===== src/rtl/trace_reg_arbiter.sv =====
// trace_reg_arbiter
//   Shares the trace register-block slave port between two masters in the
//   usb_clk domain. M0 is the USB register front-end and M1 is an on-chip
//   configuration master. The arbiter grants whole transactions and
//   alternates between the masters when both request. An owner that stops
//   strobing for pTIMEOUT owned cycles loses the bus. It is then masked
//   until it lets go of its request.
//
// Ports
//   usb_clk, reset_n              clock, asynchronous active-low reset
//   mN_req / mN_gnt               per-master request and registered grant
//   mN_address, mN_bytecnt,       per-master register access fields,
//   mN_write_data, mN_reg_read,   forwarded only while that master owns
//   mN_reg_write, mN_reg_addrvalid
//   mN_read_data                  slave read data, zero unless owner
//   reg_* / write_data            slave-side request fields
//   read_data                     slave read data (combinational)
//   I_clear_status                clears O_timeout and O_dropped_count
//   O_owner                       00 none, 01 M0, 10 M1 (registered)
//   O_timeout                     sticky: a grant was revoked
//   O_dropped_count               saturating count of non-owner strobe cycles
module trace_reg_arbiter #(
  parameter int pADDR_WIDTH   = 21,
  parameter int pBYTECNT_SIZE = 7,
  parameter int pTIMEOUT      = 1024,
  parameter int pTO_WIDTH     = 16
) (
  input  logic                                 usb_clk,
  input  logic                                 reset_n,

  input  logic                                 m0_req,
  output logic                                 m0_gnt,
  input  logic [pADDR_WIDTH-pBYTECNT_SIZE-1:0] m0_address,
  input  logic [pBYTECNT_SIZE-1:0]             m0_bytecnt,
  input  logic [7:0]                           m0_write_data,
  input  logic                                 m0_reg_read,
  input  logic                                 m0_reg_write,
  input  logic                                 m0_reg_addrvalid,
  output logic [7:0]                           m0_read_data,

  input  logic                                 m1_req,
  output logic                                 m1_gnt,
  input  logic [pADDR_WIDTH-pBYTECNT_SIZE-1:0] m1_address,
  input  logic [pBYTECNT_SIZE-1:0]             m1_bytecnt,
  input  logic [7:0]                           m1_write_data,
  input  logic                                 m1_reg_read,
  input  logic                                 m1_reg_write,
  input  logic                                 m1_reg_addrvalid,
  output logic [7:0]                           m1_read_data,

  output logic [pADDR_WIDTH-pBYTECNT_SIZE-1:0] reg_address,
  output logic [pBYTECNT_SIZE-1:0]             reg_bytecnt,
  output logic [7:0]                           write_data,
  output logic                                 reg_read,
  output logic                                 reg_write,
  output logic                                 reg_addrvalid,
  input  logic [7:0]                           read_data,

  input  logic                                 I_clear_status,
  output logic [1:0]                           O_owner,
  output logic                                 O_timeout,
  output logic [7:0]                           O_dropped_count
);

  localparam logic [1:0] IDLE   = 2'd0;
  localparam logic [1:0] OWN0   = 2'd1;
  localparam logic [1:0] OWN1   = 2'd2;
  localparam logic [1:0] REVOKE = 2'd3;

  localparam logic [pTO_WIDTH:0] TIMEOUT_W = (pTO_WIDTH+1)'(pTIMEOUT);
  localparam logic [pTO_WIDTH:0] ONE_W     = (pTO_WIDTH+1)'(1);

  logic [1:0]           state, state_next;
  logic                 last_owner, last_next;   // 0 = M0, 1 = M1
  logic [1:0]           mask, mask_next;
  logic [pTO_WIDTH-1:0] stall_cnt, stall_next;
  logic [pTO_WIDTH:0]   stall_inc;
  logic [1:0]           owner_q;
  logic [1:0]           elig;
  logic                 own_req, own_read, own_write;
  logic                 drop_evt;

  // A masked master stays ineligible even while it keeps its request high.
  assign elig      = {m1_req, m0_req} & ~mask;
  assign stall_inc = {1'b0, stall_cnt} + ONE_W;

  // View of the current owner's request and strobes.
  always_comb begin
    own_req   = 1'b0;
    own_read  = 1'b0;
    own_write = 1'b0;
    case (state)
      OWN0: begin
        own_req   = m0_req;
        own_read  = m0_reg_read;
        own_write = m0_reg_write;
      end
      OWN1: begin
        own_req   = m1_req;
        own_read  = m1_reg_read;
        own_write = m1_reg_write;
      end
      default: ;
    endcase
  end

  // Slave-side mux. A simultaneous read+write from the owner goes out as a write.
  always_comb begin
    reg_address   = '0;
    reg_bytecnt   = '0;
    write_data    = '0;
    reg_read      = 1'b0;
    reg_write     = 1'b0;
    reg_addrvalid = 1'b0;
    m0_read_data  = '0;
    m1_read_data  = '0;
    case (state)
      OWN0: begin
        reg_address   = m0_address;
        reg_bytecnt   = m0_bytecnt;
        write_data    = m0_write_data;
        reg_write     = m0_reg_write;
        reg_read      = m0_reg_read & ~m0_reg_write;
        reg_addrvalid = m0_reg_addrvalid;
        m0_read_data  = read_data;
      end
      OWN1: begin
        reg_address   = m1_address;
        reg_bytecnt   = m1_bytecnt;
        write_data    = m1_write_data;
        reg_write     = m1_reg_write;
        reg_read      = m1_reg_read & ~m1_reg_write;
        reg_addrvalid = m1_reg_addrvalid;
        m1_read_data  = read_data;
      end
      default: ;
    endcase
  end

  // Next-state logic. last_owner records every grant, so it also names the
  // master being revoked while in REVOKE. Mask bits drop whenever the request
  // is seen low, but setting a mask bit on revoke takes priority over that.
  always_comb begin
    state_next = state;
    last_next  = last_owner;
    stall_next = stall_cnt;
    mask_next  = mask & {m1_req, m0_req};
    case (state)
      IDLE: begin
        if (elig == 2'b11) begin
          state_next = last_owner ? OWN0 : OWN1;
          last_next  = ~last_owner;
          stall_next = '0;
        end else if (elig[0]) begin
          state_next = OWN0;
          last_next  = 1'b0;
          stall_next = '0;
        end else if (elig[1]) begin
          state_next = OWN1;
          last_next  = 1'b1;
          stall_next = '0;
        end
      end
      OWN0, OWN1: begin
        if (!own_req) begin
          state_next = IDLE;
        end else if (own_read || own_write) begin
          stall_next = '0;
        end else begin
          stall_next = stall_inc[pTO_WIDTH-1:0];
          if ((pTIMEOUT != 0) && (stall_inc >= TIMEOUT_W)) state_next = REVOKE;
        end
      end
      default: begin
        state_next            = IDLE;
        mask_next[last_owner] = 1'b1;
      end
    endcase
  end

  always_ff @(posedge usb_clk or negedge reset_n) begin
    if (!reset_n) begin
      state      <= IDLE;
      last_owner <= 1'b1;
      mask       <= 2'b00;
      stall_cnt  <= '0;
      owner_q    <= 2'b00;
    end else begin
      state      <= state_next;
      last_owner <= last_next;
      mask       <= mask_next;
      stall_cnt  <= stall_next;
      owner_q    <= {state_next == OWN1, state_next == OWN0};
    end
  end

  assign m0_gnt  = owner_q[0];
  assign m1_gnt  = owner_q[1];
  assign O_owner = owner_q;

  // Outside IDLE/REVOKE only the non-owner can drop a strobe. With no owner,
  // both masters striking together still count once.
  assign drop_evt = ((m0_reg_read | m0_reg_write) && (state != OWN0)) ||
                    ((m1_reg_read | m1_reg_write) && (state != OWN1));

  // Status registers; a clear overrides a same-cycle set or increment.
  always_ff @(posedge usb_clk or negedge reset_n) begin
    if (!reset_n) begin
      O_timeout       <= 1'b0;
      O_dropped_count <= 8'd0;
    end else if (I_clear_status) begin
      O_timeout       <= 1'b0;
      O_dropped_count <= 8'd0;
    end else begin
      if (state == REVOKE) O_timeout <= 1'b1;
      if (drop_evt && (O_dropped_count != 8'hFF)) O_dropped_count <= O_dropped_count + 8'd1;
    end
  end

endmodule


===== config.mk =====
export PLATFORM = sky130hd
export DESIGN_NAME = trace_reg_arbiter
export DESIGN_NICKNAME = d
export VERILOG_FILES = /design/src/rtl/trace_reg_arbiter.sv
export SDC_FILE = /design/constraint.sdc
export NUM_CORES = 1
export LEC_CHECK = 0
export BUFFER_PORTS_ARGS = -buffer_cell sky130_fd_sc_hd__clkbuf_2
export CAP_MARGIN = 20
export CORE_ASPECT_RATIO = 1.2
export CORE_MARGIN = 2
export CORE_UTILIZATION = 45
export CTS_CLUSTER_SIZE = 30
export DETAILED_ROUTE_END_ITERATION = 16
export PLACE_DENSITY = 0.89
export SETUP_SLACK_MARGIN = 0.02
export SLEW_MARGIN = 10
export SYNTH_ARGS = -nofsm -noshare
export SYNTH_HDL_FRONTEND = slang
export SYNTH_SLANG_ARGS = --single-unit

===== constraint.sdc =====
create_clock -name usb_clk -period 3.1 [get_ports usb_clk]
set_input_delay 0.31 -clock usb_clk [delete_from_list [all_inputs] [get_ports usb_clk]]
set_output_delay 0.31 -clock usb_clk [all_outputs]
set_load 0.01 [all_outputs]

Word-level counts from Yosys, hierarchy flattened
Index checks and enable logic that the tools add are counted.

word-level totals
  logic and storage cells = 83
  output and inout port bits = 61
  register bits = 32

cells by class
  reduce and logical (&&, ||, !) cells = 15
  add/subtract/negate cells = 2
  magnitude comparators = 3
  multiplexer cells = 34
  equality and inequality tests = 11
  bitwise operators = 11

operator list
  operator                                                                                number
  16-bit two-way mux                                                                      5
  8-bit two-way mux                                                                       4
  16-bit case mux with 2 select lines                                                     1
  14-bit case mux with 2 select lines                                                     1
  16-bit by 1-bit adder with 17-bit output (second input constant)                        1
  17-bit by 11-bit greater-or-equal comparator with 1-bit output (second input constant)  1
  2-bit two-way mux                                                                       8
  8-bit case mux with 2 select lines                                                      1
  7-bit case mux with 2 select lines                                                      1
  1-bit case mux with 2 select lines                                                      5
  8-bit by 1-bit adder with 8-bit output (second input constant)                          1
  2-bit equality test (second input constant)                                             4
  8-bit inequality test (second input constant)                                           1
  1-bit two-way mux                                                                       6
  2-bit nonzero test                                                                      3
  2-bit bitwise AND                                                                       2
  2-bit by 1-bit equality test with 1-bit output (second input constant)                  2
  1-bit logical AND                                                                       4
  2-bit inequality test (second input constant)                                           2
  4-bit inequality test (second input constant)                                           1
  2-bit case mux with 2 select lines                                                      1
  1-bit NOT                                                                               3
  3-bit AND reduction                                                                     1
  3-bit nonzero test                                                                      1
  other kinds (13)                                                                        16

Longest topological paths before layout
  depth after elaboration = 7
  depth in mapped cells = 10
  depth with buffers taken out = 8

Worst setup path after synthesis
No wires, ideal clock.

  kind = reg-to-reg
  from = register state[0]
  to = register stall_cnt[12]
  data required time = 3.004 ns
  data arrival time = 2.213 ns
  setup time = 0.096 ns
  period minus slack after synthesis = 2.309 ns
  path slack = 0.791 ns
  cell stages (with the launch flop) = 10
  cell sequence = dfrtp_1 -> inv_1 -> ha_1 -> clkbuf_1 -> nand2_1 -> a22o_1 -> clkbuf_1 -> or2_1 -> or3_1 -> o31ai_1

between the ends
  cells in the longest elaborated chain, start to end = 6
  elaborated cells on any way between the ends = 15

ends and longest elaborated chain
  element                                                                                       RTL line  text
  from (decl)                                                                                   73        logic [1:0] state, state_next;
  from (signal assigned)                                                                        189       state <= state_next;
  2-bit equality test / 2-bit by 1-bit equality test with 1-bit output (equally long branches)  92, 148
  1-bit case mux with 2 select lines                                                            92        case (state)
  1-bit logical OR                                                                              167       end else if (own_read || own_write) begin
  16-bit two-way mux                                                                            167
  16-bit two-way mux                                                                            165       if (!own_req) begin
  16-bit case mux with 2 select lines                                                           148       case (state)
  to (signal assigned)                                                                          192       stall_cnt <= stall_next;
  to (decl)                                                                                     76        logic [pTO_WIDTH-1:0] stall_cnt, stall_next;

Several ways; a longest one is shown, not always the timed one. The select of a mux whose other input is x is not followed.
A chain may end at the register's enable or synchronous reset.

Worst setup path after layout
  from = register state[1]
  to = register stall_cnt[12]

Same word-level chain as after synthesis.

==> reports/results.ini <==
[synth]
synth_seq_cells=32
synthArstFlopShare=1.000
synth_compound_area_frac=0.2553
syn-mean-instance-area_um2=8.372
synth_xor_area_frac=0.02837
ys.flop_type=dfrtp_1
synth_enable_flop_cells=0
synth_top_family_by_area=simple AND/OR/NAND/NOR gates
yosysSeqAreaShare=0.3247
synthAdderAreaFrac=0.03546
synth_area_mm2=0.002470
syn-num-nets=379
yosys_warnings=0
yosysUniqueCellTypes=43
synthSimpleGateAreaFrac=0.3100
synthMuxAreaShare=0.004053
synthCells=295

[global_route]
grt_pass1_wl_mm=12.19
busiest_layer=met2
overflow=0
grt.met2_usage=0.3931
grt_pass1_vias=2547
grt_antenna_before_repair=0
grt_start_max_net_pins=36
grt_use_total=0.2549
use_met1=0.3519
grtUsageMet3=0.08076

[die]
die_x_um=71.63
placementRows=29
dieArea_mm2=0.006100
pin_count=138
coreArea_mm2=0.005298
floorplan.initialDensity=0.4662
die_h_um=85.16

[detailed_routing]
viasPerCell=5.824
wl_per_cell_um=15.91
drt_first_pass_iters=6
drt_iter0_drc=392
ant_nets=0
drc=0
vias=2842
routed_wl_mm=7.765

[job]
cap_violations=0

[setup_path]
worst_ep_arrival_time_ns=2.74
cpPeakStageDelay_ns=0.48
cp.depth=8
crit_path_frequent_cell=a22o_1
critPathBufInv=1
critical_path.startpoint=state[1]
worstPathCellList=inv_1 -> ha_1 -> a22o_1 -> nand2_1 -> a22o_1 -> or2_1 -> or3_1 -> o31ai_1
end_kind=register
worst_path_max_delay_cell=dfrtp_1
reg2reg_depth=8
rr_startpoint=state[1]
crit_fanout=11
reg2reg_to=stall_cnt[12]
crit_required_ns=3.29
worst_setup_path_start_kind=register
reg2reg_slack_ns=0.55
path_delay_family=simple AND/OR/NAND/NOR gates
crit_type=register to register
crit_end=stall_cnt[12]

[clocking]
clock-sinks=32
cts_tree=yes
post_cts_buffers=0
cts.clk_slew.worst_paths_ns=0.07
cts_hold_buf=0
cts-htree-levels=2
post_cts_resized=0
clockRootBuffer=clkbuf_8
clockBufferDepth=2
cts_inserted_buffers=5
insertion_delay_ns=0.29

[worst_hold_path]
hp-class=input pin to async pin

[outcome]
status=finished, final reports clean

[sta]
worst_pin_slew_ns=0.7883
final-hold-violation-count=0
rsz0062_at_grt=false
post-route-min-period_ns=2.555
relSlewSlack=0.4745
max_freq_ghz=0.3914
fin_hold_ws_ns=0.09215
setup_viol=0
final_max_slew_viol_count=0
fin_crit_sh=0.8241
setup_tns_ns=0
clock_skew_ns=0.006969

[final_layout]
antenna_cells=0
areaGrowthSynthToFinish_pct=34.55
drive_above_1_share=0.3826
fin_cells=488
nets=509
fillCellCount=435

[placed_design]
dp.cells=480
port_buffers=137
post-dp-hpwl_mm=6.182
finalWeightedCongestion=0.9500

[power]
p_leak_uw=0.001642
vdd_drop_max_v=0.0003816
power.density_mw_per_mm2=651.1

-- where the power goes --
group | internal [µW] | switching [µW] | leakage [µW] | total [µW]
Sequential | 473 | 62.8 | 0.000438 | 535
Clock | 284 | 157 | 0.0000645 | 441
Combinational | 509 | 679 | 0.00114 | 1190
Total | 1260 | 899 | 0.00164 | 2160
-- logic make-up after synthesis --
| group | Yosys count |
|---|---|
| multiplexers | 1 |
| AO/OA/AOI/OAI | 88 |
| adder cells (fa/ha/maj) | 7 |
| XOR/XNOR | 8 |
| buffers and inverters | 25 |
| AND/OR/NAND/NOR | 134 |
| flip-flops | 32 |
-- worst reg2reg max path: stages, from the launching register on --
cell and delay, ns:
dfrtp_1 0.48, inv_1 0.14, ha_1 0.37, a22o_1 0.21, nand2_1 0.09, a22o_1 0.22
or2_1 0.37, or3_1 0.38, o31ai_1 0.21
-- worst min path at each step --
| stage | endpoint | depth (start not counted) |
|---|---|---|
| final | stall_cnt[5] | 1 |
| after detailed placement | stall_cnt[5] | 1 |
| after global placement | stall_cnt[4] | 1 |
| after CTS | O_dropped_count[7] | 1 |
| after global routing | stall_cnt[11] | 1 |
| after floorplan | O_dropped_count[0] | 0 |
-- synth_stat cells (4+ instances only) --
master    instances  area [µm²]
nand4_1           8       50.05
and3_1            6       37.54
clkbuf_1         17       63.81
a22oi_1          31       232.7
inv_1             4       15.01
o21ai_0          27       135.1
nand3_1           8       40.04
a21oi_1           6       30.03
nor2b_1          32       200.2
a22o_1            4       35.03
ha_1              7       87.58
xnor2_1           5       43.79
and2_1           17       106.4
nand2_1          19       71.32
o31ai_1           5       37.54
a31oi_1           4       25.02
dfrtp_1          31       775.7
nor2_1           25       93.84
-- stage by stage --
| step | setup slack, ns | total power, µW | util | cell area (µm²) |
|---|---|---|---|---|
| after floorplan | 0.7910 | 1350 | - | 2470 |
| after global placement | 0.6957 | 1681 | 0.6034 | 3197 |
| after detailed placement | 0.6000 | 1715 | 0.6034 | 3197 |
| after CTS | 0.5760 | 2158 | 0.6273 | 3323 |
| after global routing | 0.3662 | 2321 | 0.6273 | 3323 |
| final | 0.5452 | 2164 | 0.6273 | 3323 |
-- metal layers --
| metal | part of all wire | vias up |
|---|---|---|
| met5 | 0 | - |
| met4 | 0.013 | 0 |
| met3 | 0.12 | 16 |
| met2 | 0.47 | 173 |
| met1 | 0.40 | 1325 |
| li1 | - | 1328 |
-- layout make-up --
type                    instances  area, µm²  area share
clock inverters                 1      30.03    0.009036
clock buffers                   7      96.34     0.02899
inverters                       4      15.01    0.004518
repair buffers                144      738.2      0.2221
multi-input cells             238       1564      0.4706
well taps                      62      77.57     0.02334
flip-flops and latches         32      802.0      0.2413
-- flip-flops by register name (all words and copies together) (netlist names) --
register	count
stall_cnt	16
mask	2
state	2
O_dropped_count	8
last_owner	1
O_timeout	1
O_owner	2
-- cell usage in the layout (no fill, tap or decap), types with 2 or more instances in the layout --
master    count
a21oi_1       6
a22o_1        4
a22oi_1      31
a31oi_1       4
and2_1       17
and2b_1       2
and3_1        6
buf_4         7
clkbuf_2    137
clkbuf_8      7
dfrtp_1      31
ha_1          7
inv_1         4
nand2_1      19
nand3_1       8
nand4_1       8
nor2_1       25
nor2b_1      32
nor3_1        3
nor3b_2       2
nor4_1        2
o21ai_0      27
o21bai_1      2
o31ai_1       5
o41ai_1       2
o41ai_4       2
or3_1         3
xnor2_1       5
xor2_1        3
Note: power is estimated with default switching activity, not from simulation.
